==> src/rtl/bcd_ascii_tx.sv <==
// Sends a packed BCD value as ASCII decimal text (MSD first, then CR LF) on an 8N1 serial line.
// Define BCD_ASCII_TX_LZB_EN to skip leading zero digits (the LSD is always sent).
module bcd_ascii_tx #(
    parameter int DIGITS   = 4,
    parameter int BAUD_DIV = 104
) (
    input  logic                  CLK,
    input  logic                  CLR,
    input  logic [4*DIGITS-1:0]   D,
    input  logic                  START,
    output logic                  TXD,
    output logic                  BUSY,
    output logic                  DONE
);

    localparam int IW = $clog2(DIGITS + 2);
    localparam logic [IW-1:0] LAST_IDX  = IW'(DIGITS + 1);
    localparam logic [15:0]   BAUD_LAST = 16'(BAUD_DIV - 1);

    typedef enum logic [1:0] {IDLE, START_BIT, DATA, STOP_BIT} state_t;

    state_t              state, state_n;
    logic [15:0]         baud_cnt, baud_n;
    logic [2:0]          bit_cnt, bit_n;
    logic [IW-1:0]       idx, idx_n;
    logic [IW-1:0]       start_idx;
    logic [4*DIGITS-1:0] snap, snap_n;
    logic [7:0]          shreg, shreg_n;
    logic                txd_n, done_n;
    logic                baud_end;

    // Character at message position i: digit, CR, or LF.
    function automatic logic [7:0] char_of(input logic [4*DIGITS-1:0] v, input logic [IW-1:0] i);
        logic [3:0] nib;
        logic [7:0] c;
        nib = 4'h0;
        if (int'(i) < DIGITS) begin
            nib = 4'(v >> (4 * (DIGITS - 1 - int'(i))));
            c   = (nib > 4'd9) ? 8'h3F : {4'h3, nib};
        end else if (int'(i) == DIGITS) begin
            c = 8'h0D;
        end else begin
            c = 8'h0A;
        end
        return c;
    endfunction

`ifdef BCD_ASCII_TX_LZB_EN
    // Index of the first digit to send: first nonzero (or invalid) nibble, never past the LSD.
    function automatic logic [IW-1:0] first_idx(input logic [4*DIGITS-1:0] v);
        logic [IW-1:0] f;
        logic          blank;
        f     = '0;
        blank = 1'b1;
        for (int i = 0; i < DIGITS - 1; i++) begin
            if (blank && v[4*(DIGITS-1-i) +: 4] == 4'h0)
                f = IW'(i + 1);
            else
                blank = 1'b0;
        end
        return f;
    endfunction

    assign start_idx = first_idx(D);
`else
    assign start_idx = '0;
`endif

    assign baud_end = (baud_cnt == BAUD_LAST);
    assign BUSY     = (state != IDLE);

    always_comb begin
        // NOTE: every output of this block gets a default first, so no path can infer a latch.
        state_n = state;
        baud_n  = baud_cnt;
        bit_n   = bit_cnt;
        idx_n   = idx;
        snap_n  = snap;
        shreg_n = shreg;
        txd_n   = TXD;
        done_n  = 1'b0;

        case (state)
            IDLE: begin
                txd_n = 1'b1;
                if (START) begin
                    snap_n  = D;
                    idx_n   = start_idx;
                    shreg_n = char_of(D, start_idx);
                    baud_n  = '0;
                    txd_n   = 1'b0;
                    state_n = START_BIT;
                end
            end
            START_BIT: begin
                if (baud_end) begin
                    baud_n  = '0;
                    bit_n   = '0;
                    txd_n   = shreg[0];
                    state_n = DATA;
                end else begin
                    baud_n = baud_cnt + 16'd1;
                end
            end
            DATA: begin
                if (baud_end) begin
                    baud_n = '0;
                    if (bit_cnt == 3'd7) begin
                        txd_n   = 1'b1;
                        state_n = STOP_BIT;
                    end else begin
                        bit_n   = bit_cnt + 3'd1;
                        shreg_n = {1'b0, shreg[7:1]};
                        txd_n   = shreg[1];
                    end
                end else begin
                    baud_n = baud_cnt + 16'd1;
                end
            end
            STOP_BIT: begin
                if (baud_end) begin
                    baud_n = '0;
                    if (idx == LAST_IDX) begin
                        txd_n   = 1'b1;
                        done_n  = 1'b1;
                        state_n = IDLE;
                    end else begin
                        // Next character's start bit begins on this same edge.
                        idx_n   = idx + IW'(1);
                        shreg_n = char_of(snap, idx + IW'(1));
                        txd_n   = 1'b0;
                        state_n = START_BIT;
                    end
                end else begin
                    baud_n = baud_cnt + 16'd1;
                end
            end
            default: state_n = IDLE;
        endcase
    end

    always_ff @(posedge CLK or negedge CLR) begin
        if (!CLR) begin
            state    <= IDLE;
            baud_cnt <= '0;
            bit_cnt  <= '0;
            idx      <= '0;
            snap     <= '0;
            shreg    <= '0;
            TXD      <= 1'b1;
            DONE     <= 1'b0;
        end else begin
            // NOTE: non-blocking so every register samples the pre-edge values from the block above.
            state    <= state_n;
            baud_cnt <= baud_n;
            bit_cnt  <= bit_n;
            idx      <= idx_n;
            snap     <= snap_n;
            shreg    <= shreg_n;
            TXD      <= txd_n;
            DONE     <= done_n;
        end
    end

endmodule

==> config.mk <==
export PLATFORM = sky130hd
export DESIGN_NAME = bcd_ascii_tx
export DESIGN_NICKNAME = d
export VERILOG_FILES = /design/src/rtl/bcd_ascii_tx.sv
export SDC_FILE = /design/constraint.sdc
export NUM_CORES = 1
export LEC_CHECK = 0
export ABC_AREA = 1
export CAP_MARGIN = 40
export CORE_MARGIN = 3
export CORE_UTILIZATION = 43
export CTS_CLUSTER_SIZE = 25
export DETAILED_ROUTE_END_ITERATION = 16
export MAX_ROUTING_LAYER = met4
export SKIP_LAST_GASP = 1
export SYNTH_ARGS = -nofsm -noshare
export SYNTH_HDL_FRONTEND = slang
export SYNTH_SLANG_ARGS = --single-unit
==> constraint.sdc <==
create_clock -name CLK -period 1.72 [get_ports CLK]
set_clock_uncertainty 0.15 [all_clocks]
set_input_delay 0.344 -clock CLK [delete_from_list [all_inputs] [get_ports CLK]]
set_output_delay 0.344 -clock CLK [all_outputs]
set_load 0.05 [all_outputs]
==> flow_metrics.tcl <==
set metrics [dict create \
    maxCapViolCount 0 \
    num_vias 2528 \
    grt_pass1_vias 2448 \
    grt_overflow_total 0 \
    violations "negative setup slack" \
    fmax_ghz 0.549 \
    rsz0062_at_grt "yes" \
    hpwl_um 4850 \
    diodes 0 \
    antenna_found_initial 0 \
    clock_sinks 48 \
    synth_area_um2 2730 \
    design_area_um2 3990 \
    hold_violations 0 \
    setup_violations 24 \
    grt_usage 0.203 \
    place_congestion 0.878 \
    layout-drive-gt1-share 0.352 \
    ys_top_cells_by_count "86 x nand2_1, 47 x dfrtp_1, 31 x nand3_1, 29 x inv_1, 27 x o21ai_0" \
    via_per_inst 5.10 \
    h-tree-depth 2 \
    final-max-slew-violation-count 0 \
    cts-root-buf "clkbuf_8" \
    synth_largest_area_cell "dfrtp_1" \
    start_kind "register" \
    ys_seq_area_frac 0.440 \
    vdd_drop_max_v 0.000810 \
    cts_tree "yes" \
    synth_seq_cells 48 \
    period_minus_slack_ps 1820 \
    synth_cells 333 \
    tightest_slew_ps 334 \
    synthTopCellsByArea "dfrtp_1 43%, nand2_1 12%, nand3_1 5.7%, mux2_2 5.4%, o21ai_0 4.9%" \
    fin_ws_ps -103 \
    hp-class "reg2reg" \
    port_buffers 21 \
    drc_errors 0 \
    crit_arrival_ps 1860 \
    synth_edf_count 0 \
    antenna_left 0 \
    relSlewSlack 0.777 \
    fin_crit_sh 1.06 \
    grt_pass1_wl_um 11400 \
    clock_latency_ps 300 \
    num_io_pins 22 \
    path_clk_slew_ps 90 \
    core-area_um2 6030 \
    dpl_cell_area_um2 3450 \
    critical_path.max_fanout 8 \
    syn-num-nets 362 \
    wl_per_cell_um 14.6 \
    cts_buffers 5 \
    yosysUniqueCellTypes 40 \
    async_flop_share 1.00 \
    synthFlopType "dfrtp_1" \
    die_height_um 85.7 \
    criticalPathCategory "reg2reg" \
    clk_path_buf_depth 2 \
    p_per_area_nw_per_um2 1490 \
    dieArea_um2 7350 \
    die-width_um 85.7 \
    synth.most_common_cell "nand2_1" \
    avgSynthCellArea_um2 8.21 \
    outcome "finished with violations" \
    area_growth_pct 46.0 \
    yosys.area.top_type_share 0.430 \
    firstDrtPassIters 4 \
    holdWs_ps 346 \
    wl_um 7260 \
    end_kind "register" \
    yosysWarnings 0 \
    crit_required_ps 1760 \
    num-nets-final 450 \
    rows 28 \
    p_leak_nw 1.90 \
    drt_iter0_markers 220 \
    grt_max_degree 49 \
    initial_core_util 0.454 \
]
==> worst paths after layout <==
check | start | end | slack (ps) | cells after the start
setup / recovery | state[0]$_DFFE_PN0P_ | snap[7]$_DFFE_PN0P_ | -100 | 7
hold / removal | snap[15]$_DFFE_PN0P_ | snap[15]$_DFFE_PN0P_ | 350 | 2
setup reg to reg | state[0]$_DFFE_PN0P_ | snap[7]$_DFFE_PN0P_ | -100 | 7
hold reg to reg | snap[15]$_DFFE_PN0P_ | snap[15]$_DFFE_PN0P_ | 350 | 2
max in group asynchronous | CLR | TXD$_DFFE_PN1P_ | 740 | 3
min in group asynchronous | CLR | baud_cnt[4]$_DFFE_PN0N_ | 400 | 3
==> registers in the layout (all words and copies together), names as in the netlist <==
name      count
state         2
bit_cnt       3
DONE          1
idx           3
TXD           1
baud_cnt     16
shreg         6
snap         16
==> cell families (layout without fill, tap and decap cells) <==
kind of cell               count (synthesis)  after routing  share of synthesized area
and+or+nand+nor                          156            156                      0.259
AOI/OAI and AO/OA                         58             58                      0.118
DFF                                       48             48                      0.440
buffers and inverters                     41            129                     0.0613
muxes                                     14             14                     0.0572
adders and majority gates                 10             10                     0.0458
xor gates and xnor gates                   6              6                     0.0192
==> cell usage in the layout, fill, tap and decap left out, drive strengths merged, types with 2 or more instances in the layout <==
master	instances
o22ai	2
clkbuf	9
clkdlybuf4s50	17
o21ai	35
nor3	5
ha	10
nand4	2
nand2	91
o211ai	2
mux2	13
xor2	5
dfrtp	47
buf	67
nand3	31
nor2	24
inv	33
a21oi	14
==> layout make-up <==
| class | count | area (um^2) |
|---|---|---|
| Fill cell | 505 | 2030 |
| Multi-Input combinational cell | 244 | 1620 |
| Sequential cell | 48 | 1200 |
| Timing Repair Buffer | 87 | 828 |
| Inverter | 35 | 146 |
| Clock buffer | 7 | 96.3 |
| Tap cell | 75 | 93.8 |
==> metal layers <==
| metal | part of all wire | routed length [um] | global-route usage | vias up |
|---|---|---|---|---|
| li1 | - | - | - | 1272 |
| met1 | 0.47 | 3410 | 0.273 | 1189 |
| met2 | 0.48 | 3520 | 0.319 | 57 |
| met3 | 0.029 | 210 | 0.0288 | 10 |
| met4 | 0.016 | 115 | 0.0619 | 0 |
| met5 | 0 | 0 | - | - |
==> worst max-delay path, cell delays in order (launching register included) <==
cell	delay, ps
dfrtp_1	420
inv_2	80
ha_4	190
buf_4	140
buf_4	130
nand2_4	100
clkbuf_16	170
mux2_2	320
==> through the flow <==
step	utilization	power, mW	setup TNS (ps)	cells	setup slack, ps
after floorplan	-	3.44	-341	333	-61.0
after global placement	0.573	4.48	-3570	471	-247
after detailed placement	0.573	4.53	-3950	471	-279
after CTS	0.614	5.44	-1300	488	-88.0
after global routing	0.663	6.40	-3690	496	-143
final	0.663	5.95	-1220	496	-103
==> power by group <==
| group | internal (mW) | leakage [nW] | switching, mW | total (mW) |
|---|---|---|---|---|
| Clock | 0.359 | 0.0503 | 0.369 | 0.728 |
| Sequential | 1.50 | 0.608 | 0.267 | 1.77 |
| Combinational | 1.69 | 1.24 | 1.77 | 3.45 |
| Total | 3.55 | 1.90 | 2.40 | 5.95 |
==> what timing repair did <==
item,CTS,global route
pin swaps,12,22
endpoints found under the hold margin,47,0
hold buffers,1,0
endpoints found under the setup margin,18,40
cloned,0,2
resized for setup,19,56
buffers inserted,9,7
No activity file was read; power rests on OpenSTA's default activity.
